==> src/rtl/fifo_sync_param.sv <==
// Single-clock parameterized FIFO with registered-read or first-word-fall-through
// output, registered status flags and one-cycle overflow/underflow error pulses.
module fifo_sync_param #(
  parameter int WIDTH    = 8,
  parameter int DEPTH    = 16,
  parameter int AF_LEVEL = DEPTH - 2,
  parameter int AE_LEVEL = 2,
  parameter int FWFT     = 0
) (
  input  logic                     clk,
  input  logic                     rst,
  input  logic                     clear,
  input  logic                     wr_en,
  input  logic [WIDTH-1:0]         d_in,
  input  logic                     rd_en,
  output logic [WIDTH-1:0]         d_out,
  output logic                     valid,
  output logic                     full,
  output logic                     empty,
  output logic                     almost_full,
  output logic                     almost_empty,
  output logic [$clog2(DEPTH):0]   count,
  output logic                     overflow,
  output logic                     underflow
);
  localparam int AW = $clog2(DEPTH);
  localparam int CW = AW + 1;
  localparam logic [CW-1:0] L_DEPTH = CW'(DEPTH);
  localparam logic [CW-1:0] L_AF    = CW'(AF_LEVEL);
  localparam logic [CW-1:0] L_AE    = CW'(AE_LEVEL);

  logic [WIDTH-1:0] r_mem [DEPTH];
  logic [AW-1:0]    r_wr_ptr, r_rd_ptr;
  logic [CW-1:0]    r_count;
  logic [WIDTH-1:0] r_dout;
  logic             r_valid, r_full, r_empty, r_af, r_ae, r_ovf, r_unf;

  logic             w_wr_acc, w_rd_acc;
  logic [CW-1:0]    w_cnt_nxt;

  // Acceptance uses the flags held this cycle, so a write into a full FIFO is
  // refused even if a read frees a slot on the same edge.
  assign w_wr_acc = wr_en && !r_full  && !rst && !clear;
  assign w_rd_acc = rd_en && !r_empty && !rst && !clear;

  always_comb begin
    w_cnt_nxt = r_count;
    if (w_wr_acc && !w_rd_acc)      w_cnt_nxt = r_count + CW'(1);
    else if (w_rd_acc && !w_wr_acc) w_cnt_nxt = r_count - CW'(1);
  end

  always_ff @(posedge clk) begin
    if (rst) begin
      r_wr_ptr <= '0;
      r_rd_ptr <= '0;
      r_count  <= '0;
      r_dout   <= '0;
      r_valid  <= 1'b0;
      r_full   <= 1'b0;
      r_empty  <= 1'b1;
      r_af     <= 1'b0;
      r_ae     <= 1'b1;
      r_ovf    <= 1'b0;
      r_unf    <= 1'b0;
    end else if (clear) begin
      r_wr_ptr <= '0;
      r_rd_ptr <= '0;
      r_count  <= '0;
      r_valid  <= 1'b0;
      r_full   <= 1'b0;
      r_empty  <= 1'b1;
      r_af     <= 1'b0;
      r_ae     <= 1'b1;
      r_ovf    <= 1'b0;
      r_unf    <= 1'b0;
    end else begin
      if (w_wr_acc) r_wr_ptr <= r_wr_ptr + AW'(1);
      if (w_rd_acc) begin
        r_rd_ptr <= r_rd_ptr + AW'(1);
        r_dout   <= r_mem[r_rd_ptr];
      end
      r_valid <= w_rd_acc;
      r_count <= w_cnt_nxt;
      r_full  <= (w_cnt_nxt == L_DEPTH);
      r_empty <= (w_cnt_nxt == '0);
      r_af    <= (w_cnt_nxt >= L_AF);
      r_ae    <= (w_cnt_nxt <= L_AE);
      r_ovf   <= wr_en && r_full;
      r_unf   <= rd_en && r_empty;
    end
  end

  always_ff @(posedge clk) begin
    if (w_wr_acc) r_mem[r_wr_ptr] <= d_in;
  end

  // In FWFT mode the head word is shown directly; once drained, the last
  // consumed word (captured in r_dout) is held so d_out never goes unknown.
  assign d_out        = (FWFT != 0 && !r_empty) ? r_mem[r_rd_ptr] : r_dout;
  assign valid        = (FWFT != 0) ? !r_empty : r_valid;
  assign full         = r_full;
  assign empty        = r_empty;
  assign almost_full  = r_af;
  assign almost_empty = r_ae;
  assign count        = r_count;
  assign overflow     = r_ovf;
  assign underflow    = r_unf;
endmodule

==> config.mk <==
export PLATFORM = sky130hd
export DESIGN_NAME = fifo_sync_param
export DESIGN_NICKNAME = d
export VERILOG_FILES = /design/src/rtl/fifo_sync_param.sv
export SDC_FILE = /design/constraint.sdc
export NUM_CORES = 1
export LEC_CHECK = 0
export ABC_CLOCK_PERIOD_IN_PS = 3900
export BUFFER_PORTS_ARGS = -buffer_cell sky130_fd_sc_hd__buf_2
export CORE_ASPECT_RATIO = 0.75
export CORE_MARGIN = 2
export CORE_UTILIZATION = 59
export CTS_CLUSTER_SIZE = 8
export DETAILED_ROUTE_END_ITERATION = 12
export PLACE_DENSITY_LB_ADDON = 0.2
export SLEW_MARGIN = 20
export SYNTH_ARGS = -nofsm -noshare
export SYNTH_HDL_FRONTEND = slang
export SYNTH_SLANG_ARGS = --single-unit
==> constraint.sdc <==
create_clock -name clk -period 3.9 [get_ports clk]
set_clock_uncertainty 0.2 [all_clocks]
set_input_delay 0 -clock clk [delete_from_list [all_inputs] [get_ports clk]]
set_output_delay 0 -clock clk [all_outputs]
set_load 0.01 [all_outputs]
==> summary.txt <==
Outcome
  – Status: finished, final reports clean

Synth
  – Top cells by count, synth: 128 x edfxtp_1, 32 x mux4_2, 28 x dfxtp_1, 24 x nor2_1, 15 x nand2_1
  – Post-Syn Instances: 351
  – Ys flop type: edfxtp_1
  – Syn nets: 371
  – Top cell type's share of synthesized area: 62.0%
  – Synth area leader: edfxtp_1
  – Post-synth cell types: 47
  – Sequential cell area fraction in the yosys report: 71.1%
  – Count leader, synth: edfxtp_1
  – Synth area leaders: edfxtp_1 62%, mux4_2 12%, dfxtp_1 9.0%
  – Synth Warn #: 0
  – Number of flops mapped to enable cells by yosys: 128
  – Post-synth ARST share: 0%
  – Post-Syn Area: 0.00620 sq mm
  – Avg Cell Area, Syn: 17.7 sq um
  – #FFs+latches synth: 156

Floorplanning
  – Die Area: 0.0114 sq mm
  – Std cell rows: 32
  – Die height: 92.8 um
  – Initial core utilization: 60.5%
  – I/O Pins: 33
  – Die width: 122 um
  – Core box area: 0.0102 sq mm

Detailed routing
  – DRC: 0
  – Detailed-router iteration count before antenna repair: 5
  – Vias per cell: 6.13
  – Per-cell routed wire length: 21.9 um
  – Detail Route Antenna Nets: 0
  – Final wirelength: 12.1 mm
  – Via count: 3390
  – Initial DRC Count: 375

GRT
  – GRT busiest layer: met1
  – GR Util met1: 36.7%
  – Largest net degree at the start of global routing: 20
  – First-pass GRT wire length: 18.8 mm
  – Gr ovfl total: 0
  – GR Util met3: 6.28%
  – Initial antenna violation count: 0
  – Total GRT Usage: 23.9%
  – GR Layer Usage met2: 33.5%
  – Vias in the first global route: 3268

Timing
  – Final worst-path cycle share: 61.8%
  – Max-slew violation count: 0
  – Worst slew pin tran: 1.01 ns
  – Max Clock Freq: 0.415 GHz
  – Endpoints failing hold: 0
  – RSZ-0062 raised after global routing: false
  – Slew HR: 32.4%
  – # setup viols final: 0
  – TNS Setup: 0 ns
  – Min Tclk post-route: 2.41 ns

Clock network
  – CTS tree: done
  – Clock sinks: 156
  – Clock transition at path regs: 0.06 ns
  – Cts-stage hold buffer count: 15
  – Root buffer cell: clkbuf_16
  – Total CTS buffers: 17
  – Clock latency at the later pin of the worst-skew pair: 0.42 ns
  – Clk buf depth: 2
  – Post-CTS Setup Bufs: 0
  – H-tree depth: 4
  – Post_cts resized: 0

Layout
  – Fin cells: 553
  – N_diodes: 0
  – Nets: 424
  – Share of layout cells above drive strength 1: 28.1%
  – Area growth syn-to-layout: 16.9%
  – Fill cells: 674

Worst setup path
  – Reg2Reg Depth: 5
  – Worst R2R Start: r_rd_ptr[0]
  – CP max FO: 12
  – Worst Setup Path Type: flip-flop to flip-flop
  – Worst setup EP type: flip-flop
  – CP arrival: 2.47 ns
  – Critical path startpoint category: flip-flop
  – Worst path required time: 3.96 ns
  – Flop-to-flop setup slack: 1.49 ns
  – Reg-to-reg endpoint: d_out[3]

Power
  – Power density cells: 492 mW/mm^2
  – Leak pwr: 2.42 nW
  – Tot Pwr: 3.56 mW
  – Peak VDD IR: 495 uV

Place
  – Port bufs: 32
  – Dpl cells: 506
  – Dpl hpwl: 7.56 mm
  – GPL Wtd Cong: 0.804

Min path
  – Hold WC Path Type: flip-flop to flip-flop
  – Hold Startpoint: d_out[5]
  – Min-Delay Path Depth: 2
  – Worst hold endpoint: d_out[5]

Job
  – Maxcap violations: 0
==> sequential cells by signal (all words and copies together), names as in the netlist <==
register	flops
r_mem	128
d_out	8
count	5
r_rd_ptr	4
r_wr_ptr	4
almost_empty	1
almost_full	1
empty	1
full	1
overflow	1
underflow	1
valid	1
==> stage by stage <==
stage	setup WS (ns)	hold slack (ns)	utilization (%)	instance area [sq um]
finish	1.49	0.287	70.7	7240
global route	1.31	0.326	70.7	7240
CTS	1.45	0.284	70.7	7240
detailed placement	1.50	0.0692	63.4	6490
global placement	1.57	0.0669	63.4	6490
floorplan	1.70	-0.101	-	6200
==> layout make-up <==
type / count / area [sq um] / share of cell area, %
Clock buffer: 18 / 429 / 5.93
Clock inverter: 14 / 169 / 2.33
Inverter: 5 / 23.8 / 0.328
Multi-Input combinational cell: 171 / 1690 / 23.3
Sequential cell: 156 / 4410 / 60.8
Tap cell: 136 / 170 / 2.35
Timing Repair Buffer: 53 / 355 / 4.91
==> cells by family (layout without fill, tap and decap cells) <==
kind of cell | Yosys count | after routing | share of synthesized area [%]
compound gates | 40 | 40 | 5.09
xor+xnor | 7 | 7 | 1.11
fa+ha+maj | 7 | 7 | 1.41
buf+inv | 24 | 90 | 1.84
flops | 156 | 156 | 71.1
mux | 33 | 33 | 11.8
simple gates | 84 | 84 | 7.69
==> worst max path at each step <==
| stage | start | end | slack, ns | cells past startpoint |
|---|---|---|---|---|
| 3_5_place_dp | r_rd_ptr[2] | d_out[1] | 1.50 | 4 |
| 3_3_place_gp | r_rd_ptr[0] | d_out[7] | 1.57 | 5 |
| 6_report | r_rd_ptr[0] | d_out[3] | 1.49 | 5 |
| 4_1_cts | r_rd_ptr[0] | d_out[3] | 1.45 | 5 |
| 2_1_floorplan | r_rd_ptr[0] | d_out[0] | 1.70 | 6 |
| 5_1_grt | r_rd_ptr[2] | d_out[1] | 1.31 | 4 |
==> metal layers <==
metal  wire, um  vias to the layer above
met4        203                        0
met1       5630                     1735
met5          0                        -
met3        854                       18
li1           -                     1501
met2       5420                      136
==> worst max-delay path, cell delays in order, from the launching register on <==
cell and delay (ns):
dfxtp_2 0.57, buf_4 0.30, mux4_2 0.53, a22o_1 0.30
a221oi_1 0.22, o21ai_0 0.13
==> layout by cell type, fill, tap and decap left out, types with 3 or more instances in the layout <==
cell type | Yosys | routed
nand2b_1 | 3 | 3
nand2_1 | 15 | 15
o21ai_0 | 7 | 7
bufinv_16 | 0 | 3
a21oi_1 | 5 | 5
clkbuf_16 | 0 | 17
buf_4 | 1 | 6
clkinv_4 | 1 | 5
and3_1 | 3 | 3
buf_2 | 6 | 32
nand3b_1 | 8 | 8
mux4_2 | 32 | 32
edfxtp_1 | 128 | 128
xor2_1 | 4 | 4
nor2_1 | 24 | 24
ha_1 | 7 | 7
inv_1 | 4 | 4
dfxtp_1 | 28 | 27
nor3_1 | 9 | 7
nor2b_1 | 5 | 5
clkinv_2 | 0 | 3
dlygate4sd3_1 | 0 | 15
a22o_1 | 8 | 8
a221oi_1 | 8 | 8
==> power by group <==
| group | switching [mW] | internal, mW |
|---|---|---|
| clock | 0.652 | 1.01 |
| sequential | 0.00623 | 1.81 |
| combinational | 0.0534 | 0.0360 |
| total | 0.712 | 2.85 |
No activity file was read; power rests on OpenSTA's default activity.
